===== src/rtl/instr_rom_sequencer_pkg.sv =====
// instr_rom_sequencer_pkg: shared types and constants.
// Sequencer state encoding and the legacy 16-word program image.
package instr_rom_sequencer_pkg;

  typedef enum logic [1:0] {
    S_IDLE = 2'd0,
    S_RUN  = 2'd1,
    S_DONE = 2'd2
  } seq_state_e;

  localparam int PROG_LEN = 16;

  localparam logic [31:0] DEFAULT_PROG [PROG_LEN] = '{
    32'h2008_0002, 32'h2409_0004,
    32'h0109_5020, 32'h0109_5822,
    32'h0109_6024, 32'h0109_6825,
    32'h0109_702A, 32'hAC0A_0000,
    32'h8C0B_0000, 32'h1109_0002,
    32'h0000_0000, 32'h0800_0000,
    32'h3C12_FFFF, 32'h3413_F0F0,
    32'h3814_AAAA, 32'h3015_0003
  };

endpackage


===== src/rtl/instr_rom_sequencer_mem.sv =====
// instr_mem_regfile: DEPTH x DATA_W program store.
// One synchronous write port, one combinational read port.
module instr_mem_regfile
  import instr_rom_sequencer_pkg::*;
#(
  parameter int DATA_W = 32,
  parameter int DEPTH  = 16,
  parameter int IDX_W  = $clog2(DEPTH)
) (
  input  logic              clk,
  input  logic              rst_n,
  input  logic              we,
  input  logic [IDX_W-1:0]  waddr,
  input  logic [DATA_W-1:0] wdata,
  input  logic [IDX_W-1:0]  raddr,
  output logic [DATA_W-1:0] rdata
);

  logic [DATA_W-1:0] mem [DEPTH];

  // Array storage; reset wipes the whole program.
  always_ff @(posedge clk or negedge rst_n) begin
    if (!rst_n) begin
      for (int i = 0; i < DEPTH; i++) begin
        mem[i] <= '0;
      end
    end else if (we) begin
      mem[waddr] <= wdata;
    end
  end

  assign rdata = mem[raddr];

endmodule


===== src/rtl/instr_rom_sequencer.sv =====
// instr_rom_sequencer: writable program store plus PC sequencer.
// Streams words out over valid/ready with run/stop/jump control.
module instr_rom_sequencer
  import instr_rom_sequencer_pkg::*;
#(
  parameter int DATA_W = 32,
  parameter int DEPTH  = 16,
  parameter int ADDR_W = $clog2(DEPTH),
  parameter int WRAP   = 0
) (
  input  logic              clk,
  input  logic              rst_n,
  input  logic              wr_en,
  input  logic [ADDR_W-1:0] wr_addr,
  input  logic [DATA_W-1:0] wr_data,
  input  logic              start,
  input  logic              stop,
  input  logic              jump_en,
  input  logic [ADDR_W-1:0] jump_addr,
  output logic [DATA_W-1:0] instr_out,
  output logic              instr_valid,
  input  logic              instr_ready,
  output logic [ADDR_W-1:0] pc_out,
  output logic              busy,
  output logic              done,
  output logic              err
);

  localparam int IDX_W = $clog2(DEPTH);
  localparam logic [ADDR_W:0] DEPTH_X =
    (ADDR_W+1)'(DEPTH);
  localparam logic [ADDR_W-1:0] LAST =
    ADDR_W'(DEPTH - 1);

  seq_state_e state, state_d;
  logic [ADDR_W-1:0] pc, pc_d;
  logic err_d;
  logic fetch;
  logic wr_ok;
  logic wr_in, jump_in;
  logic [DATA_W-1:0] rd_data;

  assign wr_in   = {1'b0, wr_addr} < DEPTH_X;
  assign jump_in = {1'b0, jump_addr} < DEPTH_X;
  assign wr_ok   = wr_en && wr_in
                && (state != S_RUN);

  instr_mem_regfile #(
    .DATA_W (DATA_W),
    .DEPTH  (DEPTH),
    .IDX_W  (IDX_W)
  ) u_mem (
    .clk   (clk),
    .rst_n (rst_n),
    .we    (wr_ok),
    .waddr (wr_addr[IDX_W-1:0]),
    .wdata (wr_data),
    .raddr (pc[IDX_W-1:0]),
    .rdata (rd_data)
  );

  // Next state, next PC, error flag and fetch decision.
  always_comb begin
    state_d = state;
    pc_d    = pc;
    err_d   = err;
    fetch   = 1'b0;
    unique case (state)
      S_IDLE, S_DONE: begin
        if (start) begin
          state_d = S_RUN;
          pc_d    = '0;
          err_d   = 1'b0;
        end
      end
      S_RUN: begin
        if (stop) begin
          state_d = S_IDLE;
        end else if (!instr_valid
                     || instr_ready) begin
          fetch = 1'b1;
          if (jump_en && jump_in) begin
            pc_d = jump_addr;
          end else begin
            if (jump_en) err_d = 1'b1;
            if (pc == LAST) begin
              if (WRAP != 0) pc_d = '0;
              else state_d = S_DONE;
            end else begin
              pc_d = pc + 1'b1;
            end
          end
        end
      end
      default: state_d = S_IDLE;
    endcase
    if (wr_en && !wr_ok) err_d = 1'b1;
  end

  // Sequencer state, PC and sticky error.
  always_ff @(posedge clk or negedge rst_n) begin
    if (!rst_n) begin
      state <= S_IDLE;
      pc    <= '0;
      err   <= 1'b0;
    end else begin
      state <= state_d;
      pc    <= pc_d;
      err   <= err_d;
    end
  end

  // Output word register with valid/ready hold.
  always_ff @(posedge clk or negedge rst_n) begin
    if (!rst_n) begin
      instr_out   <= '0;
      pc_out      <= '0;
      instr_valid <= 1'b0;
    end else if (fetch) begin
      instr_out   <= rd_data;
      pc_out      <= pc;
      instr_valid <= 1'b1;
    end else if (instr_valid && instr_ready) begin
      instr_valid <= 1'b0;
    end
  end

  assign busy = (state == S_RUN);
  assign done = (state == S_DONE);

endmodule

===== config.mk =====
export PLATFORM = sky130hd
export DESIGN_NAME = instr_rom_sequencer
export DESIGN_NICKNAME = d
export VERILOG_FILES = /design/src/rtl/instr_rom_sequencer_pkg.sv /design/src/rtl/instr_rom_sequencer_mem.sv /design/src/rtl/instr_rom_sequencer.sv
export SDC_FILE = /design/constraint.sdc
export NUM_CORES = 1
export LEC_CHECK = 0
export BUFFER_PORTS_ARGS = -buffer_cell sky130_fd_sc_hd__buf_2
export CAP_MARGIN = 30
export CELL_PAD_IN_SITES_DETAIL_PLACEMENT = 1
export CELL_PAD_IN_SITES_GLOBAL_PLACEMENT = 2
export CORE_MARGIN = 5
export CORE_UTILIZATION = 46
export CTS_CLUSTER_SIZE = 14
export DETAILED_ROUTE_END_ITERATION = 8
export MAX_ROUTING_LAYER = met4
export PLACE_DENSITY = 0.84
export SYNTH_ARGS = -nofsm -noshare
export SYNTH_HDL_FRONTEND = slang
export SYNTH_SLANG_ARGS = --single-unit

===== constraint.sdc =====
create_clock -name clk -period 2.4 [get_ports clk]
set_input_delay 0.6 -clock clk [delete_from_list [all_inputs] [get_ports clk]]
set_output_delay 0.6 -clock clk [all_outputs]
set_load 0.005 [all_outputs]

# Word-level counts from Yosys, hierarchy flattened
# Cells that the tools add are included.
# word_totals
reg_bits	556
latch_bits	0
ram_bits	0
romBits	0
inputBits	47
output_inout_bits	40
elab_cells	81
memories	0
# op_classes
addsub	1
multipliers	0
n_div	0
magnitude_cmp	3
n_eq_ne	11
shift	0
mux	26
bitwise	2
n_reduce_logical	16
# ops
operator	n
$bwmux 512	1
$bmux 32 s4	1
$demux 32 s4	1
$mux 32	3
$mux 4	5
$ge 5x5->1 const B	2
$mux 2	5
$not 4->5	2
$mux 1	8
$pmux 4 s2	1
$reduce_bool 2->1	4
$ne 3x2->1 const B	2
$ne 3x3->1 const B	2
$lt 5x1->1 const B	1
$reduce_and 5->1	1
$add 4x1->4 const B	1
$eq 4x4->1 const B	1
$logic_and 1x1->1	4
$ne 2x1->1 const B	2
$ne 2x2->1 const B	2
$pmux 2 s2	1
$reduce_and 4->1	1
$eq 2x1->1 const B	1
$eq 2x2->1 const B	1
5 further kinds	6

# Logic depth before layout (Yosys ltp)
# Gate-level depths: netlist (run 1).
# depth
ltp_word	6
depth_mapped	7
depth_no_buf	5

# By module
# Synthesis (run 1) repeated with hierarchy kept, for this count alone.
# hier_totals
hier_cells	1525
hier_area_um2	24694.9
# by_module_without_submodules
module	n_inst	cells_per_inst	area_each_um2	seq_area_each_um2
instr_mem_regfile	1	1405	22774.3	12812.3
instr_rom_sequencer	1	120	1920.6	1101.1

# Least setup slack after synthesis (run 1)
# OpenSTA, ideal clock, no wires.
# synth_timing
kind	register -> register
start	register pc[1]
end	register instr_out[12]
setup_ns	0.124
arrival_time_ns	1.781
t_required_ns	2.276
setup_slack_ns	0.495
stages_incl_launch_ff	7
path_buffers	2
cell_sequence	dfrtp_1 clkbuf_1 buf_2 mux4_2 nand4_1 o21ai_0 a211o_1
# synth_via
elab_chain_len	4
# synth_lines
element	line_no	rtl
start: declaration	instr_rom_sequencer.sv:36	logic [ADDR_W-1:0] pc, pc_d;
start signal: assignment	instr_rom_sequencer.sv:108	pc <= pc_d;
$not 4->5 (implied by the code)	instr_rom_sequencer_mem.sv:32	assign rdata = mem[raddr];
$bmux 32 s4	instr_rom_sequencer_mem.sv:32	
$mux 32 (implied by the code) (2 in a row)	instr_rom_sequencer_mem.sv:32	
end signal: assignment	instr_rom_sequencer.sv:120	instr_out <= rd_data;
end: declaration	instr_rom_sequencer.sv:20	output logic [DATA_W-1:0] instr_out,
# No other way between the ends. The select of a mux whose other input is x is not followed.
# A chain may end at the register's enable or synchronous reset.

# Final worst setup path (run 1)
# layout_timing
start	register state[1]
end	output port busy
# layout_via
elab_chain_len	1
# layout_lines
element	line_no	rtl
start: declaration	instr_rom_sequencer.sv:35	seq_state_e state, state_d;
start signal: assignment	instr_rom_sequencer.sv:107	state <= state_d;
$eq 2x1->1	instr_rom_sequencer.sv:128	assign busy = (state == S_RUN);
end: declaration	instr_rom_sequencer.sv:24	output logic busy,
# No other way between the ends.

==> out/qor.csv, run 1 <==
metric;value;unit
status;finished clean;
die_h;241;µm
layout.nets;1687;
yosysWarningCount;0;
root_buffer;clkbuf_16;
dp_slack;125;ps
ys_types;40;
final_max_slew_viol_count;0;
clk_latency;630;ps
die-area;58300;µm²
cts_sinks;556;
cp.buffers_inverters;2;
reg2reg_depth;4;
leakagePower;12.5;nW
postCtsSetupBuffers;0;
fin_skew;31.8;ps
crit_arrival;1610;ps
min_path_cells;2;
tightest_slew;999;ps
crit_fanout;7;
overflow;0;
worstSetupPathType;register to primary output;
synth-async-reset-ratio;1.00;
required;1800;ps
max_freq;0.453;GHz
cts.htree.levels;2;
synth_flop_cell;dfrtp_1;
start_util;0.467;
grt_pass1_vias;16100;
drc;0;
drive_above_1_share;0.481;
routed_wl;63900;µm
routabilityCongestion;0.759;
relSlewSlack;0.333;
grt_pass1_wl;100000;µm
fin_util;0.536;
path_delay_family;flip-flops;
post-route-min-period;2210;ps
setup_viol;0;
critical_path_depth;3;
syn_nets;1611;
die_w;241;µm
power;28.1;mW
drt_iter0_markers;742;
hold_viol_final;0;
finalSetupTns;0;ps
dr_total_vias;14100;
path_clk_slew;60;ps
grt_usage;0.233;
powerDensity;994;nW/µm²
io_buffers;86;
worstHoldPathType;input port to register;
cp_slowest_stage_delay;420;ps
grt_antenna_before_repair;2;
clockBufferDepth;3;
fin_ws;191;ps
cts_tree;done;
avgSynthCellArea;15.8;µm²
routed_via_density;5.95;
grt_max_degree;83;
maxCapViolations;0;
startpoint_type;register;
first_pass_iters;4;
path_cells;nand2b_2 > inv_2 > buf_2;
syn_to_final_growth;14.9;%
drtAntennaViolNets;0;
critPathSlowestCell;dfrtp_1;
synth_seq_cells;556;
synth_area;24600;µm²
core-area;52800;µm²
period_share;0.920;
ioPinCount;87;
worstSetupEndpointType;primary output;
irDropWorstVdd;0.000589;V
row_count;84;
rsz0062_at_grt;no;
seq_area_frac_synth;0.565;
dp_hpwl;37400;µm
syn_inst;1563;
wl_per_cell;26.9;µm
cts_made_buffers;59;
synth_edf_count;0;
## state kept, by name, indices dropped and copies added (netlist names)
signal	cells
state	2
err	1
u_mem.mem	512
pc	4
pc_out	4
instr_out	32
instr_valid	1
## cell families after synthesis
kind of cell,after synthesis,share of synthesized area
fa+ha+maj,1,0.000508
compound gates,89,0.0250
mux,665,0.361
buf+inv,139,0.0253
simple gates,113,0.0232
flops,556,0.565
## final cells by class
type                    count  area [µm²]
repair buffers            150        1360
diodes                      2        5.00
inverters                   4        15.0
fillers                  4949       24500
clock buffers              93        1760
flip-flops and latches    556       13900
well taps                 688         861
multi-input cells         868       10200
clock inverters            12         153
## metrics by stage
step                hold slack [ps]  instance area [µm²]  std cells
global route                    304                28300       2373
CTS                             256                28300       2371
global placement                457                26400       2265
detailed placement              472                26400       2265
floorplan                       304                24600       1563
finish                          296                28300       2373
## worst paths after layout
path | to | start | slack, ps
worst max-delay path | busy | state[1]$_DFFE_PN0P_ | 190
worst min-delay path | err$_DFFE_PN0P_ | wr_en | 300
worst max register to register | instr_out[14]$_DFFE_PN0P_ | pc[0]$_DFFE_PN0P_ | 280
worst min register to register | pc_out[0]$_DFFE_PN0P_ | pc_out[0]$_DFFE_PN0P_ | 480
max in group asynchronous | instr_out[14]$_DFFE_PN0P_ | rst_n | 1170
min in group asynchronous | u_mem.mem[0]$_DFFE_PN0P_ | rst_n | 470
## cells in the mapped netlist (all sizes together) (2+ instances only)
| master | number | area (µm²) |
|---|---|---|
| nand3 | 4 | 20.0 |
| nor2 | 12 | 45.0 |
| mux2 | 513 | 5780 |
| inv | 4 | 15.0 |
| a211o | 9 | 78.8 |
| nand2b | 6 | 40.0 |
| nor3 | 5 | 40.0 |
| nor3b | 2 | 15.0 |
| nand2 | 62 | 233 |
| mux4 | 128 | 2880 |
| o21ai | 14 | 70.1 |
| mux2i | 24 | 240 |
| nor4 | 2 | 25.0 |
| nor2b | 3 | 18.8 |
| nand4 | 10 | 62.6 |
| clkbuf | 55 | 206 |
| o211ai | 23 | 173 |
| buf | 80 | 403 |
| a22oi | 23 | 173 |
| nand4b | 3 | 26.3 |
| a21oi | 12 | 60.1 |
| o31ai | 2 | 15.0 |
| dfrtp | 556 | 13900 |
## per-layer routing
layer	global-route usage	wire length [µm]	vias to the layer above
li1	-	-	5981
met1	0.308	27800	7815
met2	0.384	32300	229
met3	0.0318	2130	95
met4	0.0655	1610	0
met5	-	0	-
## layout by cell type, fill, tap and decap left out, types with 13 or more instances in the layout
master,count
dfrtp_1,553
mux2_2,420
mux4_2,128
mux2_1,93
buf_2,85
nand2_1,60
clkbuf_16,60
buf_12,35
buf_4,28
mux2i_1,24
a22oi_1,23
o211ai_1,23
clkbuf_1,20
o21ai_0,14
clkbuf_8,13
## what timing repair did
item,4_1_cts,5_1_grt
gates resized for setup,0,0
hold buffers,1,0
endpoints found under the hold margin,25,0
## where the power goes
part	internal, mW	switching [mW]
Sequential	11.8	1.40
Clock	5.30	3.73
Combinational	3.47	2.42
Note: power is estimated with default switching activity, not from simulation.
==> run 2, diff against run 1 <==
ABC_AREA = 1   (was unset)
CORE_UTILIZATION = 38   (was 46)
==> run 2 against run 1 <==
  * Fmax is 3.2% higher
  * Hold slack worse by 91 ps
  * Combinational power is 36% higher
  * First-iteration DRC count is 110% higher
  * Non-clock buffer count is 4 higher
  * Final area is 2.8% higher
  * Routed wire length is 35% higher
  * Global-route usage is 0.95 points higher
  * Clock skew is 14 ps lower
  * Sequential share of layout area is 1.3 points lower
  * Total power is 13% higher
  * Critical path type is now register to register
  * Largest cell class unchanged
==> out/qor.csv, run 2 <==
metric;value;unit;change
routed_wl;86200;µm;+35%
cts_tree;done;;
cts.repair.resized;0;;unchanged
cts_made_buffers;66;;+12%
max_freq;0.467;GHz;+3.2%
dp_hpwl;47800;µm;+28%
grt_max_degree;87;;+4.8%
cts_sinks;556;;unchanged
first_pass_iters;5;;+1
regMostFlops;u_mem.mem;;
critPathSlowestCell;dfrtp_4;;
place_inst;3864;;+71%
final_area;29100;µm²;+2.8%
grt_usage;0.242;;+0.00946
largest_register_ffs;512;;unchanged
synth_flop_cell;dfrtp_1;;
synth_top_area_frac;0.540;;-0.0243
period_share;0.892;;-0.0284
clockBufferDepth;3;;unchanged
reg2reg_depth;10;;+6
postCtsSetupBuffers;0;;unchanged
min_to;state[1]$_DFFE_PN0P_;;
synth.most_common_cell;nand2_1;;
hold_viol_final;0;;unchanged
cp.buffers_inverters;2;;unchanged
root_buffer;clkbuf_16;;
grt_pass1_wl;136000;µm;+36%
min-delay-start;start;;
tightest_slew;709;ps;-290 ps
leakagePower;13.9;nW;+12%
holdBufCountCts;1;;unchanged
fin_ws;259;ps;+68.2 ps
seq_area_frac_synth;0.540;;-0.0243
powerDensity;1090;nW/µm²;+9.9%
synth_seq_cells;556;;unchanged
diodes;0;;-2
row_count;95;;+13%
rsz0062_at_grt;no;;
overflow;0;;unchanged
final_cell_mix;nand2_1 (1253), dfrtp_1 (553), nand3_1 (322), o21ai_1 (245), o21ai_0 (229);;
synth_area;25700;µm²;+4.5%
power;31.8;mW;+13%
core-area;67200;µm²;+27%
reg2reg_slack;260;ps;-20 ps
die_h;270;µm;+12%
synth_area_leaders;dfrtp_1 (54%), nand2_1 (18%), nand3_1 (6.3%), o21ai_1 (4.8%), o21ai_0 (4.5%);;
syn_inst;3078;;+97%
startpoint_type;register;;
setup_viol;0;;unchanged
dp_slack;257;ps;+133 ps
clk_latency;600;ps;-30 ps
synth-async-reset-ratio;1.00;;unchanged
nFillCells;7837;;+58%
min_path_cells;2;;unchanged
layout.nets;3108;;+84%
final_max_slew_viol_count;0;;unchanged
synth_edf_count;0;;unchanged
finalSetupTns;0;ps;unchanged
fin_util;0.433;;-0.103
post-route-min-period;2140;ps;-68.2 ps
yosys.area.top_type;dfrtp_1;;
wl_per_cell;21.7;µm;-20%
syn_nets;3126;;+94%
routabilityCongestion;0.799;;+5.2%
final_common_cell;nand2_1;;
die_w;270;µm;+12%
reg2reg_from;pc[0]$_DFFE_PN0P_;;
drtAntennaViolNets;0;;unchanged
synthTopCellsByCount;nand2_1 (1253), dfrtp_1 (556), nand3_1 (322), o21ai_1 (245), o21ai_0 (229);;
path_cells;buf_12 > buf_4 > nand2_1 > nand3_1 > nand3_1 > nand2_1 > nand2_1 > nand2_1 > nand2_1 > nand2_1;;
relSlewSlack;0.527;;+0.194
required;2940;ps;+1140 ps
grt_antenna_before_repair;0;;-2
drt_iter0_markers;1549;;+110%
crit_arrival;2680;ps;+1070 ps
finalNonFillerCells;3977;;+68%
avgSynthCellArea;8.36;µm²;-47%
path_delay_family;buffers and inverters;;
syn_to_final_growth;13.0;%;
dr_total_vias;21600;;+53%
crit_top_cell;nand2_1;;
hold_ws;205;ps;-90.8 ps
placed_area;26800;µm²;+1.7%
r2r_end;instr_out[0]$_DFFE_PN0P_;;
maxCapViolations;0;;unchanged
die-area;73100;µm²;+25%
start_util;0.383;;-0.0836
worstHoldPathType;input port to register;;
routed_via_density;5.42;;-8.8%
ys_types;28;;-30%
fin_skew;17.5;ps;-14.3 ps
worstSetupEndpointType;register;;
drive_above_1_share;0.115;;-0.367
worstSetupPathType;register to register;;
status;finished clean;;
reg_top3;u_mem.mem x512, instr_out x32;;
cts.htree.levels;3;;+1
grt_pass1_vias;22800;;+41%
crit_fanout;86;;+79
path_clk_slew;60;ps;about the same
cp_slowest_stage_delay;540;ps;+120 ps
io_buffers;86;;unchanged
yosysWarningCount;0;;unchanged
irDropWorstVdd;0.000639;V;+8.4%
ioPinCount;87;;unchanged
drc;0;;unchanged
==> run 2: changes by cell type after synthesis, moves of 23 or more <==
cell | previous run | this run
o21ai_1 | 0 | 245
buf_6 | 2 | 60
mux2_2 | 420 | 0
o21ai_2 | 0 | 76
nand2_1 | 62 | 1253
mux2_1 | 93 | 0
inv_1 | 2 | 43
a22oi_1 | 23 | 0
o21ai_0 | 14 | 229
nand3_1 | 4 | 322
mux2i_1 | 24 | 0
mux4_2 | 128 | 0
nor2_1 | 12 | 51
==> run 2: per-layer routing <==
| layer | global-route usage | share of wire |
|---|---|---|
| met3 | 0.0354 | 0.043 |
| met5 | - | 0 |
| met4 | 0.0505 | 0.018 |
| met1 | 0.331 | 0.47 |
| met2 | 0.389 | 0.47 |
==> run 2: power by group <==
| group | internal, mW | total [mW] | switching [mW] |
|---|---|---|---|
| sequential | 11.8 | 13.3 | 1.52 |
| combinational | 2.90 | 7.99 | 5.09 |
| clock | 6.51 | 10.5 | 3.96 |
==> run 2: cell families after synthesis <==
family                   Yosys count  synth area share
AND/OR/NAND/NOR                 1648             0.265
AO/OA/AOI/OAI                    585             0.128
flip-flops                       556             0.540
buffers and inverters            287            0.0662
XOR/XNOR                           1          0.000340
adder cells (fa/ha/maj)            1          0.000486
==> run 2: area by class of cell <==
cell class / count / area [µm²] / area share
sequential: 556 / 13900 / 0.479
multi-input combinational: 2235 / 10100 / 0.348
clock buffer: 98 / 2010 / 0.0690
timing repair buffer: 154 / 1500 / 0.0517
tap: 873 / 1090 / 0.0375
clock inverter: 14 / 249 / 0.00856
inverter: 47 / 186 / 0.00641
==> run 2: worst max-delay path by stage <==
stage | slack, ps | endpoint | start | depth (start not counted)
after floorplan | 800 | u_mem.mem[311]$_DFFE_PN0P_ | wr_en | 7
after global placement | 310 | u_mem.mem[1]$_DFFE_PN0P_ | wr_en | 7
after detailed placement | 260 | pc[2]$_DFFE_PN0P_ | stop | 9
after CTS | 280 | instr_out[0]$_DFFE_PN0P_ | pc[0]$_DFFE_PN0P_ | 10
after global routing | 130 | instr_out[16]$_DFFE_PN0P_ | pc[1]$_DFFE_PN0P_ | 9
final | 260 | instr_out[0]$_DFFE_PN0P_ | pc[0]$_DFFE_PN0P_ | 10
